===== src/rtl/arb_mux.sv =====
// Registered round-robin N:1 arbitrated mux with valid/ready on each side.
// Optional burst locking via ARB_MUX_LOCK_EN (adds in_last, drives out_last).
module arb_mux #(
  parameter int WIDTH = 32,
  parameter int N     = 4,
  localparam int SEL_W = (N > 1) ? $clog2(N) : 1
) (
  input  logic               clk,
  input  logic               rst_n,
  input  logic [N*WIDTH-1:0] in_data,
  input  logic [N-1:0]       in_valid,
  output logic [N-1:0]       in_ready,
`ifdef ARB_MUX_LOCK_EN
  input  logic [N-1:0]       in_last,
`endif
  output logic [WIDTH-1:0]   out_data,
  output logic [SEL_W-1:0]   out_sel,
  output logic               out_last,
  output logic               out_valid,
  input  logic               out_ready
);

  logic [SEL_W-1:0] ptr_q, ptr_d;
  logic [WIDTH-1:0] out_data_q, out_data_d;
  logic [SEL_W-1:0] out_sel_q, out_sel_d;
  logic             out_valid_q, out_valid_d;
  logic             can_load, accept, grant_any;
  logic [SEL_W-1:0] grant_idx;
  logic [N-1:0]     grant_oh;

  function automatic logic [SEL_W-1:0] wrap_add(input logic [SEL_W-1:0] base, input int off);
    int s;
    s = (int'(base) + off) % N;
    return s[SEL_W-1:0];
  endfunction

`ifdef ARB_MUX_LOCK_EN
  logic             lock_q, lock_d;
  logic [SEL_W-1:0] lock_ch_q, lock_ch_d;
  logic             out_last_q, out_last_d;
`endif

  assign can_load = !out_valid_q || out_ready;

  always_comb begin
    // NOTE: every always_comb output gets a default first so no path can infer a latch.
    grant_any = 1'b0;
    grant_idx = '0;
`ifdef ARB_MUX_LOCK_EN
    if (lock_q) begin
      grant_any = in_valid[lock_ch_q];
      grant_idx = lock_ch_q;
    end else
`endif
    begin
      for (int k = 0; k < N; k++) begin
        if (!grant_any && in_valid[wrap_add(ptr_q, k)]) begin
          grant_any = 1'b1;
          grant_idx = wrap_add(ptr_q, k);
        end
      end
    end
    grant_oh = '0;
    if (grant_any) grant_oh[grant_idx] = 1'b1;
  end

  // rst_n gates in_ready so nothing looks accepted while reset is held.
  assign in_ready = grant_oh & {N{can_load & rst_n}};
  assign accept   = grant_any & can_load;

  always_comb begin
    ptr_d       = ptr_q;
    out_data_d  = out_data_q;
    out_sel_d   = out_sel_q;
    out_valid_d = out_valid_q;
`ifdef ARB_MUX_LOCK_EN
    lock_d      = lock_q;
    lock_ch_d   = lock_ch_q;
    out_last_d  = out_last_q;
`endif
    if (accept) begin
      out_data_d  = in_data[int'(grant_idx)*WIDTH +: WIDTH];
      out_sel_d   = grant_idx;
      out_valid_d = 1'b1;
      ptr_d       = wrap_add(grant_idx, 1);
`ifdef ARB_MUX_LOCK_EN
      out_last_d  = in_last[grant_idx];
      lock_d      = !in_last[grant_idx];
      lock_ch_d   = grant_idx;
`endif
    end else if (out_ready) begin
      out_valid_d = 1'b0;
    end
  end

  always_ff @(posedge clk or negedge rst_n) begin
    if (!rst_n) begin
      ptr_q       <= '0;
      out_data_q  <= '0;
      out_sel_q   <= '0;
      out_valid_q <= 1'b0;
`ifdef ARB_MUX_LOCK_EN
      lock_q      <= 1'b0;
      lock_ch_q   <= '0;
      out_last_q  <= 1'b0;
`endif
    end else begin
      // NOTE: sequential state uses non-blocking assignments so all flops update together.
      ptr_q       <= ptr_d;
      out_data_q  <= out_data_d;
      out_sel_q   <= out_sel_d;
      out_valid_q <= out_valid_d;
`ifdef ARB_MUX_LOCK_EN
      lock_q      <= lock_d;
      lock_ch_q   <= lock_ch_d;
      out_last_q  <= out_last_d;
`endif
    end
  end

  assign out_data  = out_data_q;
  assign out_sel   = out_sel_q;
  assign out_valid = out_valid_q;
`ifdef ARB_MUX_LOCK_EN
  assign out_last  = out_last_q;
`else
  assign out_last  = 1'b1;
`endif

endmodule


===== config.mk =====
export PLATFORM = sky130hd
export DESIGN_NAME = arb_mux
export DESIGN_NICKNAME = d
export VERILOG_FILES = /design/src/rtl/arb_mux.sv
export SDC_FILE = /design/constraint.sdc
export NUM_CORES = 1
export LEC_CHECK = 0
export BUFFER_PORTS_ARGS = -buffer_cell sky130_fd_sc_hd__buf_4
export CAP_MARGIN = 20
export CORE_ASPECT_RATIO = 0.7
export CORE_UTILIZATION = 41
export DETAILED_ROUTE_END_ITERATION = 10
export PLACE_DENSITY = 0.81
export SETUP_SLACK_MARGIN = 0.5
export SYNTH_ARGS = -nofsm -noshare
export SYNTH_HDL_FRONTEND = slang
export SYNTH_SLANG_ARGS = --single-unit

===== constraint.sdc =====
create_clock -name clk -period 2.45 [get_ports clk]
set_input_delay 0.245 -clock clk [delete_from_list [all_inputs] [get_ports clk]]
set_output_delay 0.245 -clock clk [all_outputs]
set_load 0.02 [all_outputs]

==> impl_metrics.yaml, run 1 <==
detailed_routing:
  ant_nets: 0
  firstDrtPassIters: 5
  drt-initial-drc-count: 187
  finalWirelength_mm: 8.94
  wl_per_cell_um: 17.3
  drc_errors: 0
  viasPerCell: 5.79
  vias: 2996
floorplanning:
  num_io_pins: 175
  core.rowCount: 23
  die_area_um2: 6230
  initial_core_util_pct: 42.4
  die_width_um: 93.9
  coreArea_um2: 5730
  die_h_um: 66.4
clocking:
  cts_tree: "built"
  cts_sinks: 37
  cts_buffers: 5
  clk-insertion-delay-late_ns: 0.29
  clkTransAtPathRegs_ns: 0.08
  h-tree-depth: 2
  root_buffer: "clkbuf_8"
  clock_path_buffers: 2
cells_and_area:
  area.growth.synth_to_final_pct: 62.8
  finalNetCount: 576
  nFillCells: 491
  final_area_um2: 3950
  drive_above_1_share_pct: 46.6
  insertedDiodeCount: 0
sta:
  rsz0062_at_grt: "yes"
  min_period_ns: 1.96
  final-setup-viol-count: 0
  finalClockSkew_ns: 0.00553
  drv_slew: 0
  hold_viol_final: 0
  tns_ns: 0
  slew_headroom_pct: 60.7
  worstMarginPinSlew_ns: 0.585
  min_period_over_period_pct: 79.9
  fmax_ghz: 0.511
status:
  status: "completed"
logic_synthesis:
  synth_area_um2: 2430
  yosysMostFrequentCell: "dfrtp_1"
  synth.avg_cell_area_um2: 8.92
  synthCells: 272
  synth_edf_count: 0
  synth.distinct_cells: 32
  syn_nets: 407
  synth_top_area_share_pct: 38.2
  seq_area_frac_synth_pct: 38.2
  synth_flop_cell: "dfrtp_1"
  synth_seq_cells: 37
  yosys-top-cells-count: "37 x dfrtp_1, 35 x nor2_1, 33 x o21ai_0, 33 x o22ai_1"
  synth_largest_area_cell: "dfrtp_1"
  async_flop_share_pct: 100
  ys_warn_count: 0
  ys_top_cells_by_area: "dfrtp_1 38%, mux2i_1 13%, a221oi_1 12%"
setup_path:
  reg2reg_depth: 7
  critPathSlowestCell: "dfrtp_2"
  endpoint_kind: "output pin"
  arrival_ns: 1.71
  critPathMaxStageDelay_ns: 0.46
  critPathLaunchType: "register"
  critPathRequiredTime_ns: 2.20
  cp_cell_sequence: "nand2b_1 -> a31oi_2 -> o22ai_4 -> and3_1 -> buf_4"
  crit_fanout: 7
  crit_type: "reg -> out"
global_routing:
  grt_overflow: 0
  first_global_vias: 2777
  antenna_found_initial: 0
  grt_pass1_wl_mm: 13.5
  grt_usage_pct: 28.4
  grt_start_max_net_pins: 42
job:
  cap_viol_max_count: 0
power_and_ir_drop:
  ir_drop_v: 0.000306
  power_density_nw_per_um2: 677
  cellLeakagePower_nw: 1.86
hold_path:
  hold_class: "in -> reg"
  hold_depth: 3
placement:
  io_buffers: 173
  dp_hpwl_mm: 6.62
  dpl_cell_area_um2: 3800
  gp_congestion: 0.777
metrics by stage:
step | power (mW) | worst slack, ns | std cells | util, % | hold WS (ns)
finish | 2.68 | 0.492 | 517 | 69.0 | 0.241
global route | 2.83 | 0.463 | 517 | 69.0 | 0.243
CTS | 2.66 | 0.502 | 515 | 68.5 | 0.239
detailed placement | 2.22 | 0.513 | 505 | 66.4 | 0.251
global placement | 2.18 | 0.585 | 505 | 66.4 | 0.254
floorplan | 1.63 | 0.638 | 272 | - | -0.0506
final cells by class:
type                    instances  area [um^2]  share of cell area [%]
flip-flops and latches         37          928                    23.5
inverters                       2         7.51                   0.190
clock buffers                   8         80.1                    2.03
repair buffers                188         1430                    36.2
multi-input cells             207         1410                    35.7
well taps                      75         93.8                    2.38
where the power goes:
group          internal [mW]  switching, mW
clock                  0.202          0.218
sequential             0.763          0.135
combinational          0.651          0.706
timing repair:
| action | CTS | global route |
|---|---|---|
| gates cloned | 0 | 0 |
| hold buffers | 1 | 0 |
| pin swaps | 1 | 2 |
| setup buffers | 1 | 2 |
| hold endpoints to repair | 37 | 0 |
| gates resized for setup | 7 | 5 |
| setup endpoints to repair | 4 | 12 |
flip-flops by register name, summed over array words and instances, names as in the netlist:
register and flops:
out_data 32, out_sel 2, ptr_q 2, out_valid 1
cell families (layout without fill, tap and decap cells):
group,count (synthesis),count (layout),synth area share [%]
AOI/OAI and AO/OA,111,111,30.9
buffers and inverters,28,198,5.83
DFF,37,37,38.2
muxes,32,32,13.2
other,1,1,0.155
and+or+nand+nor,63,63,11.7
path summary, 6_finish.rpt:
path	slack, ns	from	to
max	0.49	ptr_q[0]	in_ready[0]
min	0.24	in_data[94]	out_data[30]
max reg2reg	0.56	ptr_q[0]	out_data[27]
min reg2reg	0.49	out_sel[0]	out_sel[0]
max in group asynchronous	1.72	rst_n	ptr_q[1]
min in group asynchronous	0.42	rst_n	out_data[2]
metal layers:
metal  wire length [um]  GRT usage, %  share of wire [%]
met1               3440          34.1                 38
met2               4620          49.0                 52
met3                750          7.36                8.4
met4                129          10.2                1.4
met5                  0             0                  0
layout by cell type (no fill, tap or decap), types with 3 or more instances in the layout:
cell,instances
mux2i_1,32
nand2_1,12
clkbuf_1,3
o21ai_0,33
nand2b_1,3
a221oi_1,32
o22ai_1,32
nor2_1,35
and3_1,4
buf_4,185
clkbuf_8,5
dfrtp_1,35
critical path, delay by kind of cell (launching register included):
kind            cells  cell delay (ns)
compound gates      2             0.40
buf+inv             1             0.15
flops               1             0.46
simple gates        2             0.40
(Power assumes the default switching activity.)
==> run 2, diff against run 1 <==
--- a/config.mk
+++ b/config.mk
@@ -8,9 +8,9 @@
 export BUFFER_PORTS_ARGS = -buffer_cell sky130_fd_sc_hd__buf_4
 export CAP_MARGIN = 20
 export CORE_ASPECT_RATIO = 0.7
-export CORE_UTILIZATION = 41
+export CORE_UTILIZATION = 37
 export DETAILED_ROUTE_END_ITERATION = 10
-export PLACE_DENSITY = 0.81
+export PLACE_DENSITY = 0.77
 export SETUP_SLACK_MARGIN = 0.5
 export SYNTH_ARGS = -nofsm -noshare
 export SYNTH_HDL_FRONTEND = slang
==> constraint.sdc (replaced) <==
create_clock -name clk -period 1.62 [get_ports clk]
set_input_delay 0.162 -clock clk [delete_from_list [all_inputs] [get_ports clk]]
set_output_delay 0.162 -clock clk [all_outputs]
set_load 0.02 [all_outputs]
==> run 2 against run 1 <==
The run now ends with negative setup slack left. Sequential power increased by 51%. Combinational power increased by 100%. Utilization increased by 5.2 points. Sequential cell count stayed put. Register-to-register slack got worse by 0.86 ns. Total power rose by 79%. Clock-buffer cell count decreased by 1. Critical path type is now reg -> reg.
==> impl_metrics.yaml, run 2 (same netlist as run 1, synthesis figures left out) <==
clocking:
  cts_sinks: 37
  clkTransAtPathRegs_ns: 0.08
  cts_tree: "built"
  h-tree-depth: 2
  clk-insertion-delay-late_ns: 0.29
  clock_path_buffers: 2
  root_buffer: "clkbuf_8"
  cts_buffers: 5
sta:
  drv_slew: 0
  whs_ns: 0.150
  worstMarginPinSlew_ns: 0.792
  min_period_over_period_pct: 119
  slew_headroom_pct: 47.2
  finalClockSkew_ns: 0.0123
  final-setup-viol-count: 38
  tns_ns: -6.70
  rsz0062_at_grt: "yes"
  min_period_ns: 1.92
  hold_viol_final: 0
  fmax_ghz: 0.521
  setup_ws_ns: -0.300
setup_path:
  critPathLaunchType: "register"
  critPathRequiredTime_ns: 1.78
  arrival_ns: 2.08
  crit_type: "reg -> reg"
  reg2reg_slack_ns: -0.30
  endpoint_kind: "register"
  crit_fanout: 11
power_and_ir_drop:
  power_frac_clock_pct: 13.9
  switching_share_pct: 38.6
  combPwrFrac_pct: 57.8
  p_int_mw: 2.94
  power.switching_mw: 1.85
  ir_drop_v: 0.000647
  power_density_nw_per_um2: 1030
  cellLeakagePower_nw: 2.14
  p_seq_share_pct: 28.3
cells_and_area:
  finalNetCount: 605
  largest_register_ffs: 32
  insertedDiodeCount: 0
  final_area_um2: 4660
  layout_commonest_cell: "buf_4"
  fin_cells: 548
  fin_util_pct: 74.2
  area.growth.synth_to_final_pct: 91.9
  drive_above_1_share_pct: 55.7
  final_cell_mix: "189 x buf_4, 36 x dfrtp_1, 35 x nor2_1"
detailed_routing:
  finalWirelength_mm: 10.5
  ant_nets: 0
  firstDrtPassIters: 5
  vias: 3134
  drt-initial-drc-count: 164
  viasPerCell: 5.72
  wl_per_cell_um: 19.1
  drc_errors: 0
global_routing:
  grt_overflow: 0
  antenna_found_initial: 0
  grt_usage_pct: 30.3
  grt_pass1_wl_mm: 16.2
  grt_start_max_net_pins: 38
  first_global_vias: 3169
placement:
  dp_hpwl_mm: 6.92
  io_buffers: 173
  place_inst: 525
  gp_congestion: 0.937
  dpl_cell_area_um2: 4010
floorplanning:
  coreArea_um2: 6280
  initial_core_util_pct: 38.7
  die_h_um: 69.8
  die_width_um: 98.8
  die_area_um2: 6890
  core.rowCount: 24
  num_io_pins: 175
job:
  cap_viol_max_count: 0
status:
  status: "finished with violations"
  violations: "negative setup slack"
hold_path:
  hold_class: "in -> reg"
-- run 2: layout make-up --
class	count	area, um^2
fillers	414	1620
well taps	78	97.6
clock buffers	7	86.3
inverters	2	7.51
flip-flops and latches	37	927
multi-input cells	207	1650
repair buffers	217	1880
-- run 2: through the flow --
stage	total power [mW]	setup slack, ns
after floorplan	2.51	-0.0854
after global placement	3.44	-0.138
after detailed placement	3.50	-0.281
after CTS	4.57	-0.220
after global routing	5.02	-0.305
final	4.79	-0.300
-- run 2: layer usage --
layer / vias up / track usage [%] / share of wire, %
met5: - / 0 / 0
met3: 14 / 6.55 / 7.0
li1: 1449 / - / -
met2: 149 / 52.0 / 50
met4: 0 / 7.30 / 1.7
met1: 1522 / 38.9 / 42
-- run 2: worst max-delay path: stages (launching register included) --
cell	delay [ns]
dfrtp_2	0.44
nor2b_4	0.07
or3_4	0.38
a21oi_4	0.15
buf_12	0.16
buf_12	0.16
mux2i_1	0.28
o22ai_1	0.13
-- run 2: what timing repair did --
item / CTS / global route
endpoints found under the setup margin: 40 / 56
pin swaps: 6 / 15
resized for setup: 40 / 25
cloned: 3 / 0
hold endpoints to repair: 16 / 0
buffers inserted: 10 / 1
hold buffers: 2 / 0
-- run 2: worst paths after layout --
kind                                 start            to  cells after the start
worst max register to register    ptr_q[0]   out_data[8]                      7
min in group asynchronous            rst_n   out_data[4]                      2
worst min register to register  out_sel[0]    out_sel[0]                      2
max in group asynchronous            rst_n  out_data[19]                      3
worst max-delay path              ptr_q[0]   out_data[8]                      7
worst min-delay path            in_data[1]   out_data[1]                      3
-- run 2: power groups by stage --
stage / Combinational [mW] / Sequential, mW / Clock [mW]
4_1_cts: 2.58 / 1.34 / 0.658
3_3_place_gp: 2.10 / 1.34 / 0
3_5_place_dp: 2.15 / 1.35 / 0
6_report: 2.77 / 1.35 / 0.666
2_1_floorplan: 0.924 / 1.59 / 0
5_1_grt: 2.92 / 1.39 / 0.709
==> run 3, diff against run 2 <==
--- a/config.mk
+++ b/config.mk
@@ -11,7 +11,7 @@
 export CORE_UTILIZATION = 37
 export DETAILED_ROUTE_END_ITERATION = 10
 export PLACE_DENSITY = 0.77
-export SETUP_SLACK_MARGIN = 0.5
+export SETUP_SLACK_MARGIN = 0.05
 export SYNTH_ARGS = -nofsm -noshare
 export SYNTH_HDL_FRONTEND = slang
 export SYNTH_SLANG_ARGS = --single-unit
==> run 3 against run 2 <==
The flow still finishes with violations (negative setup slack). Sequential cell count is the same. Register-to-register slack got worse by 0.08 ns. Clock power up 7.7%. Wire length rose by 7.2%. Combinational power grew 4%. Total power up 3.1%. Final cell count is 2.0% higher. Non-clock buffer count is 10 higher. Global-route usage grew 0.93 points. Critical path type unchanged. Largest cell class unchanged.
==> impl_metrics.yaml, run 3 (same netlist as run 1, synthesis figures left out) <==
clocking:
  root_buffer: "clkbuf_8"
  clock_path_buffers: 2
  clk-insertion-delay-late_ns: 0.29
  cts_tree: "built"
  cts_sinks: 37
  clkTransAtPathRegs_ns: 0.07
  h-tree-depth: 2
  cts_buffers: 5
status:
  violations: "negative setup slack"
  status: "finished with violations"
detailed_routing:
  vias: 3274
  drc_errors: 0
  wl_per_cell_um: 20.1
  ant_nets: 0
  drt-initial-drc-count: 202
  viasPerCell: 5.86
  firstDrtPassIters: 6
  finalWirelength_mm: 11.2
setup_path:
  arrival_ns: 2.14
  crit_type: "reg -> reg"
  critPathRequiredTime_ns: 1.77
  critPathLaunchType: "register"
  crit_fanout: 7
  endpoint_kind: "register"
floorplanning:
  die_area_um2: 6890
  num_io_pins: 175
  coreArea_um2: 6280
  die_width_um: 98.8
  core.rowCount: 24
  initial_core_util_pct: 38.7
  die_h_um: 69.8
power_and_ir_drop:
  power.switching_mw: 1.90
  cellLeakagePower_nw: 2.22
  p_seq_share_pct: 27.4
  switching_share_pct: 38.5
  power_mw: 4.94
  p_int_mw: 3.04
  ir_drop_v: 0.000559
  power_density_nw_per_um2: 1040
  power_frac_clock_pct: 14.5
  combPwrFrac_pct: 58.0
placement:
  post-place-ws_ns: -0.132
  gp_congestion: 0.901
  dp_hpwl_mm: 7.02
  io_buffers: 173
sta:
  final-setup-viol-count: 39
  rsz0062_at_grt: "yes"
  min_period_over_period_pct: 123
  fmax_ghz: 0.501
  drv_slew: 0
  min_period_ns: 2.00
  setup_ws_ns: -0.376
  hold_viol_final: 0
  finalClockSkew_ns: 0.00285
global_routing:
  grt_overflow: 0
  grt_pass1_wl_mm: 16.6
  grt_usage_pct: 31.2
  antenna_found_initial: 0
  first_global_vias: 3316
  grt_start_max_net_pins: 36
cells_and_area:
  drive_above_1_share_pct: 59.5
  area.growth.synth_to_final_pct: 96.1
  fin_util_pct: 75.8
  nFillCells: 446
  insertedDiodeCount: 0
  largest_register_ffs: 32
  final_cell_mix: "197 x buf_4, 36 x dfrtp_1, 35 x nor2_1"
  finalNetCount: 615
  layout_commonest_cell: "buf_4"
hold_path:
  hold_class: "in -> reg"
job:
  cap_viol_max_count: 0
-- run 3: cell types whose count changed in the layout (fill, tap and decap cells not counted), moves of 2 or more --
cell,before,now
a221oi_2,11,22
a221oi_1,19,10
buf_4,189,197
buf_6,11,15
a221oi_4,2,0
buf_12,11,9
mux2i_1,28,26
mux2i_2,2,4
nor2b_2,0,2
-- run 3: power by group through the flow --
stage | Clock (mW) | Sequential [mW] | Combinational, mW
after floorplan | 0 | 1.59 | 0.895
after global placement | 0 | 1.34 | 2.13
after detailed placement | 0 | 1.36 | 2.16
after CTS | 0.738 | 1.34 | 2.61
after global routing | 0.774 | 1.38 | 3.01
final | 0.717 | 1.35 | 2.87
-- run 3: final timing paths --
check | slack, ns | endpoint | depth (start not counted) | startpoint
hold / removal | 0.13 | out_data[12] | 3 | in_data[76]
hold reg to reg | 0.49 | out_sel[0] | 2 | out_sel[0]
setup reg to reg | -0.38 | out_data[30] | 7 | ptr_q[1]
min in group asynchronous | 0.22 | ptr_q[0] | 2 | rst_n
setup / recovery | -0.38 | out_data[30] | 7 | ptr_q[1]
max in group asynchronous | 0.75 | out_data[2] | 3 | rst_n
-- run 3: worst max-delay path: stages, from the launching register on --
cell and delay, ns:
dfrtp_2 0.45, buf_6 0.13, or3_4 0.37, a21oi_4 0.20, buf_6 0.16, buf_12 0.14
mux2i_1 0.26, o22ai_1 0.13
-- run 3: what timing repair did --
action                                  in CTS  in global routing
setup buffers                               19                  3
hold buffers                                 1                  0
pin swaps                                   24                  8
endpoints found under the hold margin       11                  0
gates cloned                                 4                  1
endpoints found under the setup margin      36                 40
gates resized for setup                     37                 31
-- run 3: metrics by stage --
stage	hold slack, ns	area (um^2)	setup TNS, ns	std cells
6_report	0.135	4760	-8.84	559
3_5_place_dp	-0.0279	4020	-2.26	523
2_1_floorplan	-0.134	2440	-2.12	272
5_1_grt	0.143	4760	-10.84	559
3_3_place_gp	-0.0285	4020	-0.677	523
4_1_cts	0.129	4570	-6.69	555
-- run 3: per-layer routing --
layer	vias up	global-route usage, %	part of all wire [%]
met5	-	0	0
met4	0	11.6	2.3
met3	27	7.16	8.7
met2	189	50.7	49
met1	1589	40.7	40
li1	1469	-	-
-- run 3: area by class of cell --
class | count | area, um^2 | share of cell area (%)
Sequential cell | 37 | 927 | 19.5
Tap cell | 78 | 97.6 | 2.05
Timing Repair Buffer | 227 | 1980 | 41.6
Inverter | 2 | 7.51 | 0.158
Clock buffer | 7 | 96.3 | 2.02
Multi-Input combinational cell | 207 | 1650 | 34.6
Clock inverter | 1 | 5.00 | 0.105
